==> src/rtl/tl_dma_arb_pkg.sv <==
// rtl/tl_dma_arb_pkg.sv - TileLink opcodes, bundle widths and burst beat count for the DMA arbiter
package tl_dma_arb_pkg;

    localparam logic [2:0] A_PUT_FULL    = 3'd0;
    localparam logic [2:0] A_PUT_PARTIAL = 3'd1;
    localparam logic [2:0] A_ARITHMETIC  = 3'd2;
    localparam logic [2:0] A_LOGICAL     = 3'd3;
    localparam logic [2:0] A_GET         = 3'd4;
    localparam logic [2:0] A_INTENT      = 3'd5;

    localparam logic [2:0] D_ACCESS_ACK      = 3'd0;
    localparam logic [2:0] D_ACCESS_ACK_DATA = 3'd1;
    localparam logic [2:0] D_HINT_ACK        = 3'd2;

    // A: opcode3 param3 size3 source address mask corrupt1 data
    function automatic int a_width(int src_w, int addr_w, int data_w);
        return 9 + src_w + addr_w + data_w / 8 + 1 + data_w;
    endfunction

    // D: opcode3 param2 size3 source sink1 denied1 corrupt1 data
    function automatic int d_width(int src_w, int data_w);
        return 8 + src_w + 3 + data_w;
    endfunction

    function automatic int beats(logic [2:0] opcode, logic [2:0] size, int data_w);
        int lg;
        lg = $clog2(data_w / 8);
        if (opcode <= A_LOGICAL && int'(size) > lg) begin
            return 1 << (int'(size) - lg);
        end
        return 1;
    endfunction

endpackage

==> src/rtl/tl_dma_arbiter_if.sv <==
// rtl/tl_dma_arbiter_if.sv - requester-side and device-side TileLink A/D links of the DMA arbiter
interface tl_dma_arbiter_if #(
    parameter int NumHosts        = 2,
    parameter int DataWidth       = 128,
    parameter int AddrWidth       = 38,
    parameter int HostSourceWidth = 2,
    parameter int SourceWidth     = HostSourceWidth + $clog2(NumHosts)
);
    import tl_dma_arb_pkg::*;

    localparam int HostAW = a_width(HostSourceWidth, AddrWidth, DataWidth);
    localparam int DevAW  = a_width(SourceWidth, AddrWidth, DataWidth);
    localparam int HostDW = d_width(HostSourceWidth, DataWidth);
    localparam int DevDW  = d_width(SourceWidth, DataWidth);

    logic [NumHosts-1:0]             host_a_valid_i;
    logic [NumHosts-1:0]             host_a_ready_o;
    logic [NumHosts-1:0][HostAW-1:0] host_a_i;
    logic [NumHosts-1:0]             host_d_valid_o;
    logic [NumHosts-1:0]             host_d_ready_i;
    logic [HostDW-1:0]               host_d_o;
    logic                            dev_a_valid_o;
    logic                            dev_a_ready_i;
    logic [DevAW-1:0]                dev_a_o;
    logic                            dev_d_valid_i;
    logic                            dev_d_ready_o;
    logic [DevDW-1:0]                dev_d_i;

    modport slave (
        input  host_a_valid_i, host_a_i, host_d_ready_i, dev_a_ready_i, dev_d_valid_i, dev_d_i,
        output host_a_ready_o, host_d_valid_o, host_d_o, dev_a_valid_o, dev_a_o, dev_d_ready_o
    );

    modport master (
        output host_a_valid_i, host_a_i, host_d_ready_i, dev_a_ready_i, dev_d_valid_i, dev_d_i,
        input  host_a_ready_o, host_d_valid_o, host_d_o, dev_a_valid_o, dev_a_o, dev_d_ready_o
    );

endinterface

==> src/rtl/rr_arbiter.sv <==
// rtl/rr_arbiter.sv - round-robin arbiter with a rotating priority pointer advanced on an update strobe
module rr_arbiter #(
    parameter int NumReq = 2,
    localparam int IdxW  = $clog2(NumReq)
) (
    input  logic              clk_i,
    input  logic              rst_ni,
    input  logic [NumReq-1:0] req_i,
    input  logic              update_i,
    output logic [NumReq-1:0] gnt_oh_o,
    output logic [IdxW-1:0]   gnt_idx_o
);

    logic [IdxW-1:0] ptr_q, ptr_d;
    int              j;

    // Walk offsets from farthest to nearest so the requester closest to the pointer wins.
    always_comb begin
        gnt_oh_o  = '0;
        gnt_idx_o = '0;
        j         = 0;
        for (int i = NumReq - 1; i >= 0; i--) begin
            j = int'(ptr_q) + i;
            if (j >= NumReq) j = j - NumReq;
            if (req_i[IdxW'(j)]) begin
                gnt_oh_o               = '0;
                gnt_oh_o[IdxW'(j)]     = 1'b1;
                gnt_idx_o              = IdxW'(j);
            end
        end
    end

    always_comb begin
        ptr_d = ptr_q;
        if (update_i) begin
            ptr_d = (gnt_idx_o == IdxW'(NumReq - 1)) ? '0 : gnt_idx_o + IdxW'(1);
        end
    end

    always_ff @(posedge clk_i or negedge rst_ni) begin
        if (!rst_ni) ptr_q <= '0;
        else         ptr_q <= ptr_d;
    end

endmodule

==> src/rtl/tl_dma_arbiter.sv <==
// rtl/tl_dma_arbiter.sv - shares one TileLink DMA port between NumHosts requesters, burst-atomic on A, source-routed on D
module tl_dma_arbiter
    import tl_dma_arb_pkg::*;
#(
    parameter int NumHosts        = 2,
    parameter int DataWidth       = 128,
    parameter int AddrWidth       = 38,
    parameter int HostSourceWidth = 2,
    parameter int SourceWidth     = HostSourceWidth + $clog2(NumHosts),
    parameter int MaxSize         = 6
) (
    input  logic             clk_i,
    input  logic             rst_ni,
    tl_dma_arbiter_if.slave  bus
);

    localparam int IdxW   = $clog2(NumHosts);
    localparam int CntW   = $clog2((2 ** MaxSize) * 8 / DataWidth) + 1;
    localparam int HostAW = a_width(HostSourceWidth, AddrWidth, DataWidth);
    localparam int DevDW  = d_width(SourceWidth, DataWidth);
    localparam int ASrcLo = DataWidth + 1 + DataWidth / 8 + AddrWidth;
    localparam int DSrcLo = DataWidth + 3;

    logic                lock_q, lock_d;
    logic [CntW-1:0]     cnt_q, cnt_d;
    logic [IdxW-1:0]     lock_idx_q, lock_idx_d;
    logic [NumHosts-1:0] req, gnt_oh;
    logic [IdxW-1:0]     gnt_idx;
    logic [HostAW-1:0]   a_sel;
    logic                hs, last_beat;
    int                  nbeats;

    // While a burst is in flight only its owner may reach the arbiter, so the grant stays put.
    assign req = lock_q ? (bus.host_a_valid_i & (NumHosts'(1) << lock_idx_q)) : bus.host_a_valid_i;

    rr_arbiter #(.NumReq(NumHosts)) u_rr (
        .clk_i     (clk_i),
        .rst_ni    (rst_ni),
        .req_i     (req),
        .update_i  (last_beat),
        .gnt_oh_o  (gnt_oh),
        .gnt_idx_o (gnt_idx)
    );

    assign a_sel              = bus.host_a_i[gnt_idx];
    assign bus.dev_a_valid_o  = |gnt_oh;
    assign bus.dev_a_o        = {a_sel[HostAW-1:ASrcLo+HostSourceWidth], gnt_idx,
                                 a_sel[ASrcLo+HostSourceWidth-1:0]};
    assign bus.host_a_ready_o = gnt_oh & {NumHosts{bus.dev_a_ready_i}};

    assign hs        = bus.dev_a_valid_o & bus.dev_a_ready_i;
    assign nbeats    = beats(a_sel[HostAW-1 -: 3], a_sel[HostAW-7 -: 3], DataWidth);
    assign last_beat = hs & (lock_q ? (cnt_q == CntW'(1)) : (nbeats == 1));

    always_comb begin
        lock_d     = lock_q;
        cnt_d      = cnt_q;
        lock_idx_d = lock_idx_q;
        if (hs) begin
            if (lock_q) begin
                cnt_d = cnt_q - CntW'(1);
                if (cnt_q == CntW'(1)) lock_d = 1'b0;
            end else if (nbeats > 1) begin
                lock_d     = 1'b1;
                cnt_d      = CntW'(nbeats - 1);
                lock_idx_d = gnt_idx;
            end
        end
    end

    always_ff @(posedge clk_i or negedge rst_ni) begin
        if (!rst_ni) begin
            lock_q     <= 1'b0;
            cnt_q      <= '0;
            lock_idx_q <= '0;
        end else begin
            lock_q     <= lock_d;
            cnt_q      <= cnt_d;
            lock_idx_q <= lock_idx_d;
        end
    end

    logic [IdxW-1:0] d_idx;
    logic            d_idx_ok;

    // Unmapped indices can only arise with non-power-of-two NumHosts; they are sunk, never stalled.
    assign d_idx              = bus.dev_d_i[DSrcLo+SourceWidth-1 -: IdxW];
    assign d_idx_ok           = int'(d_idx) < NumHosts;
    assign bus.host_d_valid_o = (bus.dev_d_valid_i && d_idx_ok) ? (NumHosts'(1) << d_idx) : '0;
    assign bus.dev_d_ready_o  = d_idx_ok ? bus.host_d_ready_i[d_idx] : 1'b1;
    assign bus.host_d_o       = {bus.dev_d_i[DevDW-1:DSrcLo+SourceWidth],
                                 bus.dev_d_i[DSrcLo+HostSourceWidth-1:0]};

    assert property (@(posedge clk_i) disable iff (!rst_ni)
        bus.dev_a_valid_o |-> int'(a_sel[HostAW-7 -: 3]) <= MaxSize);
    assert property (@(posedge clk_i) disable iff (!rst_ni)
        (bus.dev_a_valid_o && !bus.dev_a_ready_i && !lock_q) |=> |($past(gnt_oh) & bus.host_a_valid_i));
    assert property (@(posedge clk_i) disable iff (!rst_ni)
        bus.dev_d_valid_i |-> d_idx_ok);

endmodule

==> src/flat_wrapper.sv <==
// flat-port wrapper written by rule: the top's interface ports become plain ports
module tl_dma_arbiter_flat import tl_dma_arb_pkg::*;
#(
    parameter int NumHosts        = 2,
    parameter int DataWidth       = 128,
    parameter int AddrWidth       = 38,
    parameter int HostSourceWidth = 2,
    parameter int SourceWidth     = HostSourceWidth + $clog2(NumHosts),
    parameter int MaxSize         = 6
)
  (clk_i, rst_ni, bus_host_a_valid_i, bus_host_a_i, bus_host_d_ready_i, bus_dev_a_ready_i, bus_dev_d_valid_i, bus_dev_d_i, bus_host_a_ready_o, bus_host_d_valid_o, bus_host_d_o, bus_dev_a_valid_o, bus_dev_a_o, bus_dev_d_ready_o);
  tl_dma_arbiter_if #(.NumHosts(NumHosts), .DataWidth(DataWidth), .AddrWidth(AddrWidth), .HostSourceWidth(HostSourceWidth), .SourceWidth(SourceWidth)) bus_i ();
  input  logic clk_i;
  input  logic rst_ni;
  input wire logic [$bits(bus_i.host_a_valid_i)-1:0] bus_host_a_valid_i;
  input wire logic [$bits(bus_i.host_a_i)-1:0] bus_host_a_i;
  input wire logic [$bits(bus_i.host_d_ready_i)-1:0] bus_host_d_ready_i;
  input wire logic [$bits(bus_i.dev_a_ready_i)-1:0] bus_dev_a_ready_i;
  input wire logic [$bits(bus_i.dev_d_valid_i)-1:0] bus_dev_d_valid_i;
  input wire logic [$bits(bus_i.dev_d_i)-1:0] bus_dev_d_i;
  output wire logic [$bits(bus_i.host_a_ready_o)-1:0] bus_host_a_ready_o;
  output wire logic [$bits(bus_i.host_d_valid_o)-1:0] bus_host_d_valid_o;
  output wire logic [$bits(bus_i.host_d_o)-1:0] bus_host_d_o;
  output wire logic [$bits(bus_i.dev_a_valid_o)-1:0] bus_dev_a_valid_o;
  output wire logic [$bits(bus_i.dev_a_o)-1:0] bus_dev_a_o;
  output wire logic [$bits(bus_i.dev_d_ready_o)-1:0] bus_dev_d_ready_o;
  assign bus_i.host_a_valid_i = bus_host_a_valid_i;
  assign bus_i.host_a_i = bus_host_a_i;
  assign bus_i.host_d_ready_i = bus_host_d_ready_i;
  assign bus_i.dev_a_ready_i = bus_dev_a_ready_i;
  assign bus_i.dev_d_valid_i = bus_dev_d_valid_i;
  assign bus_i.dev_d_i = bus_dev_d_i;
  assign bus_host_a_ready_o = bus_i.host_a_ready_o;
  assign bus_host_d_valid_o = bus_i.host_d_valid_o;
  assign bus_host_d_o = bus_i.host_d_o;
  assign bus_dev_a_valid_o = bus_i.dev_a_valid_o;
  assign bus_dev_a_o = bus_i.dev_a_o;
  assign bus_dev_d_ready_o = bus_i.dev_d_ready_o;
  tl_dma_arbiter #(.NumHosts(NumHosts), .DataWidth(DataWidth), .AddrWidth(AddrWidth), .HostSourceWidth(HostSourceWidth), .SourceWidth(SourceWidth), .MaxSize(MaxSize)) u_core (.clk_i(clk_i), .rst_ni(rst_ni), .bus(bus_i));
endmodule
==> config.mk <==
export PLATFORM = sky130hd
export DESIGN_NAME = tl_dma_arbiter_flat
export DESIGN_NICKNAME = d
export VERILOG_FILES = /design/src/rtl/tl_dma_arb_pkg.sv /design/src/rtl/tl_dma_arbiter_if.sv /design/src/rtl/rr_arbiter.sv /design/src/rtl/tl_dma_arbiter.sv /design/src/flat_wrapper.sv
export SDC_FILE = /design/constraint.sdc
export NUM_CORES = 1
export LEC_CHECK = 0
export CAP_MARGIN = 20
export CORE_AREA = 2 2 345 347
export DETAILED_ROUTE_END_ITERATION = 6
export DIE_AREA = 0 0 347 349
export PLACE_DENSITY_LB_ADDON = 0.3
export SLEW_MARGIN = 15
export SYNTH_ARGS = -nofsm -noshare
export SYNTH_HDL_FRONTEND = slang
export SYNTH_HIERARCHICAL = 1
export SYNTH_SLANG_ARGS = --single-unit
==> constraint.sdc <==
create_clock -name clk_i -period 8.1 [get_ports clk_i]
set_clock_uncertainty 0.2 [all_clocks]
set_input_delay 1.215 -clock clk_i [delete_from_list [all_inputs] [get_ports clk_i]]
set_output_delay 1.215 -clock clk_i [all_outputs]
set_load 0.005 [all_outputs]
==> results of run 1 <==
sequential cells by signal (all words and copies together) (netlist names):
name,flops
u_core/u_rr/ptr_q,1
u_core/lock_q,1
u_core/lock_idx_q,1
u_core/cnt_q,3
path summary, 6_finish.rpt:
path,to,cells after the start
worst max-delay path,bus_dev_a_o[84],7
worst min-delay path,u_core/lock_idx_q,1
worst max register to register,u_core/lock_idx_q,11
worst min register to register,u_core/lock_idx_q,1
max in group asynchronous,u_core/lock_q,1
min in group asynchronous,u_core/cnt_q[2],1
final cells by class:
cell class	count	share of cell area (%)
diodes	4	0.09280
flip-flops and latches	6	1.392
inverters	3	0.1044
clock buffers	3	0.6960
multi-input cells	252	24.10
well taps	1536	17.82
repair buffers	600	55.79
where the power goes:
group	internal (mW)	switching [mW]
clock	0.0634	0.0170
sequential	0.0450	0.0187
combinational	0.831	0.547
per-stage QoR:
step	instance area, um^2	power [mW]	util [%]	instances
finish	10790	1.522	9.184	2404
global route	10780	1.631	9.178	2401
CTS	10780	1.561	9.175	2400
detailed placement	10700	1.465	9.112	2397
global placement	10700	1.473	9.112	2397
floorplan	3949	0.6349	-	427
layer usage:
layer	wire (um)	vias up	part of all wire, %	track usage [%]
li1	-	2237	-	-
met1	21060	2319	34	9.626
met2	27570	682	45	15.59
met3	12070	98	20	8.239
met4	647	26	1.1	0.3638
met5	201	-	0.33	0.2401
critical path: stages:
cell and delay [ps]:
clkdlybuf4s50_1 460, a21boi_0 250, and2_4 730, buf_12 330, buf_4 360, mux2_2 420
clkdlybuf4s50_1 450
==> run metrics, run 1 <==
Worst setup SP type input pin; Initial Utilization under 10%; drt pass-1 iters 4; Resized Gates After CTS 0; Die ar. 0.1211 mm^2; Sum Neg Setup Slack 0 ps; Max Cap Violations 0; Worst R2R Setup Slack 4040 ps; RR Startpoint u_core/lock_q; total core area between 0.1 and 0.15 mm^2; antenna violations before repair 56; post-route ant nets 0; layout cell share with drive strength beyond 1 about a fifth; vias post-DR 5,362; std cell rows about 130; fin crit period 5750 ps; hold_sp u_core/lock_idx_q; Place WS 2253 ps; drt initial violations 217; HP Class flop to flop; RSZ-0062 raised after global routing false; Worst EP required roughly 6700 ps; GR Overflow Total 0; Post-Syn Area per Cell about 9 um^2; Finish-stage setup viols 0; post-CTS setup buffer count 0; Critical Path AT 4340 ps; Detailed Place HPWL 57,720 um; yosys warns 6; final-layout fill cell count roughly 14,000; P per Cell Area about 140 mW/mm^2; commonest non-fill, non-tap cell in the layout clkdlybuf4s50_1; leakage power 3.391 nW; period utilisation layout 70.99%; DRC 0; beginning of the critical path bus_host_a_valid_i[0]; Syn Inst Count roughly 430; maximum clock path buffer count 2; Reg area ~150 um^2; Routed WL 61,550 um; Final Hold Vio Count 0; CTS root buffer clkbuf_16; hold buffers post-CTS 0; io pins between 800 and 900; setup ws final 2350 ps; nets@finish ~1,400; CP endpoint kind primary output; Sink Count 6; GRT Overall Usage 9.537%; CTS Buf Count 3; Setup CP Type input pin to primary output; Worst Path Max Fanout 56; Routability Congestion 0.8500; Skew-Pair Late Insertion Delay about 230 ps; DR vias/cell 2.230; actual slew at the worst max-slew pin approximately 960 ps; first-pass GRT wire length 72,390 um; count of buffers from port buffering 595; Die W approximately 350 um; vias in the first global route 5,583; TritonCTS clock tree built; Max transition margin 36.29%; maximum VDD drop 88.96 uV; outcome finished clean; most frequent cells in the layout clkdlybuf4s50_1, mux2_2, mux2_1; mapped cell area 0.003949 mm^2; largest net degree at the start of global routing 57; hold_ws 295.4 ps; multi-input logic area 0.002600 mm^2; Die H 349 um; WL per Instance 25.60 um; fmax 0.1739 GHz; synthesized net count approximately 970; max-slew violations 0; # H-tree levels 1; Clock transition at path regs 30 ps; P&R area growth vs syn 173.2%
Power figures use the tool's default switching activity.
==> run 2, diff against run 1 <==
CORE_AREA = 2 2 343 345   (was 2 2 345 347)
DIE_AREA = 0 0 345 347   (was 0 0 347 349)
clock period = 4.8 ns   (was 8.1 ns; I/O delays follow)
==> run 2 against run 1 <==
Net effect: cell count is 0.50% lower; sequential share of layout area hardly changed; critical path depth stayed put; register-to-register slack worse by 2600 ps; design area is 0.14% higher; clock power is 64% higher; die area is 1.1% lower; routed wire length is 6.3% lower; sequential cell count stayed put; critical path type unchanged; critical endpoint is now bus_dev_a_o[136]; largest cell class unchanged; largest power group unchanged.
==> run metrics, run 2 (synthesis gave the netlist of run 1 again) <==
outcome finished clean; # H-tree levels 1 (unchanged); fin crit period just over 4000 ps; antenna violations before repair 65 (+16%); Clock transition at path regs 30 ps (about the same); Worst setup SP type input pin; Die W 345 um (-0.58%); Critical Path AT 3150 ps (-1190 ps); drt initial violations 157 (-28%); Logic pwr share 90.7% (+0.2 points); fmax ~0.25 GHz; GR Overflow Total 0 (unchanged); Initial Utilization 3.412% (+0.050 points); multi-input logic area 0.002600 mm^2 (unchanged); Reg area 150.1 um^2 (unchanged); RR Startpoint u_core/lock_q; Worst EP required 3880 ps (-2800 ps); commonest non-fill, non-tap cell in the layout clkdlybuf4s50_1; CTS root buffer clkbuf_16; count of buffers from port buffering 595 (unchanged); vias post-DR 5,379 (+0.32%); CTS Buf Count 3 (unchanged); io pins 880 (unchanged); Pint 1.602 mW (+71%); std cell rows 125 (-0.79%); largest reg by FF count u_core/cnt_q; most frequent cells in the layout clkdlybuf4s50_1, mux2_2, mux2_1; design area 0.01080 mm^2 (+0.14%); final core utilization 9.333% (+0.15 points); TritonCTS clock tree built; max-slew violations 0 (unchanged); Die ar. 0.1197 mm^2 (-1.1%); WL per Instance 24.10 um (-5.9%); P_sw 949.4 uW (+63%); period utilisation layout 84.87%; slowest cell delay on critical path 520 ps (-210 ps); Die H 347 um (-0.57%); layout cell share with drive strength beyond 1 19.65% (+0.093 points); P per Cell Area 236.2 mW/mm^2 (+67%); first-pass GRT wire length 69,750 um (-3.6%); maximum clock path buffer count 2 (unchanged); Sum Neg Setup Slack 0 ps (unchanged); Routed WL 57,650 um (-6.3%); Resized Gates After CTS 0 (unchanged); hold buffers post-CTS 0 (unchanged); Routability Congestion 0.8065 (-5.1%); Sw Ratio 37.21% (-1.1 points); Finish-stage setup viols 0 (unchanged); total core area 0.1157 mm^2 (-1.5%); Worst Path Max Fanout 58 (+3.6%); final-layout fill cell count 13,400 (-1.3%); Clock power frac 5.2% (about the same); HP Class flop to flop; CP max stage cell clkdlybuf4s50_1; DRC 0 (unchanged); post-route ant nets 0 (unchanged); leakage power 3.404 nW (+0.38%); drt pass-1 iters 4 (unchanged); P&R area growth vs syn 173.5%; hold_sp u_core/lock_idx_q; worst path cell trace clkdlybuf4s50_1, a21boi_0, and2_4, buf_12, buf_12, mux2_2, clkdlybuf4s50_1; nets@finish 1,409 (+0.071%); DP Area 0.01072 mm^2 (+0.16%); max reg flops 3 (unchanged); Setup CP Type input pin to primary output; hold_ws 283.1 ps (-12.30 ps); Max Cap Violations 0 (unchanged); DR vias/cell 2.249 (+0.82%); sequential fraction of design power 4.1% (about the same); beginning of the critical path bus_host_a_valid_i[0]; Detailed Place HPWL 54,450 um (-5.7%); CP endpoint kind primary output; vias in the first global route 5,745 (+2.9%); post-CTS setup buffer count 0 (unchanged); maximum VDD drop 128.8 uV (+45%); RSZ-0062 raised after global routing false; Skew-Pair Late Insertion Delay 220 ps (about the same); Final Hold Vio Count 0 (unchanged); largest net degree at the start of global routing 73 (+28%); Power, Total 2.552 mW (+68%); GRT Overall Usage 9.149% (-0.39 points); Sink Count 6 (unchanged)
==> run 2: cell types whose count changed in the layout (fill, tap and decap cells not counted) <==
cell / previous run / this run
buf_12: 2 / 4
diode_2: 4 / 3
buf_4: 3 / 2
==> run 2: worst max-delay path: cells and delay by family <==
family | cells | cell delay [ps]
buffers and inverters | 4 | 1470
multiplexers | 1 | 380
AND/OR/NAND/NOR | 1 | 250
AO/OA/AOI/OAI | 1 | 230
==> run 2: worst paths after layout <==
kind	to	slack (ps)	cells past startpoint
max in group asynchronous	u_core/cnt_q[2]	3660	1
min reg2reg	u_core/lock_idx_q	280	1
max reg2reg	u_core/lock_idx_q	1460	11
min in group asynchronous	u_core/lock_idx_q	530	1
max	bus_dev_a_o[136]	730	7
min	u_core/lock_idx_q	280	1
==> run 2: metrics by stage <==
stage / instances / worst slack (ps)
finish: 2392 / 726.3
global route: 2390 / 604.4
CTS: 2389 / 706.8
detailed placement: 2386 / 716.5
global placement: 2386 / 712.7
floorplan: 427 / 1679
==> run 2: power by group through the flow <==
stage / clock network [mW] / logic, mW / registers, mW
2_1_floorplan: 0 / 0.980 / 0.0910
3_3_place_gp: 0 / 2.37 / 0.104
3_5_place_dp: 0 / 2.36 / 0.106
4_1_cts: 0.135 / 2.38 / 0.106
5_1_grt: 0.137 / 2.49 / 0.111
6_report: 0.132 / 2.31 / 0.106
==> run 2: cell type report <==
class,instances,area share (%)
Antenna cell,3,0.06950
Sequential cell,6,1.390
Inverter,3,0.1043
Clock buffer,3,0.6950
Timing Repair Buffer,601,56.02
Tap cell,1524,17.65
Multi-Input combinational cell,252,24.07
==> run 2: metal layers <==
metal / part of all wire, % / track usage [%] / vias up
met2: 46 / 15.58 / 623
li1: - / - / 2235
met1: 36 / 9.697 / 2355
met5: 0.15 / 0 / -
met4: 3.8 / 2.408 / 14
met3: 14 / 5.132 / 152
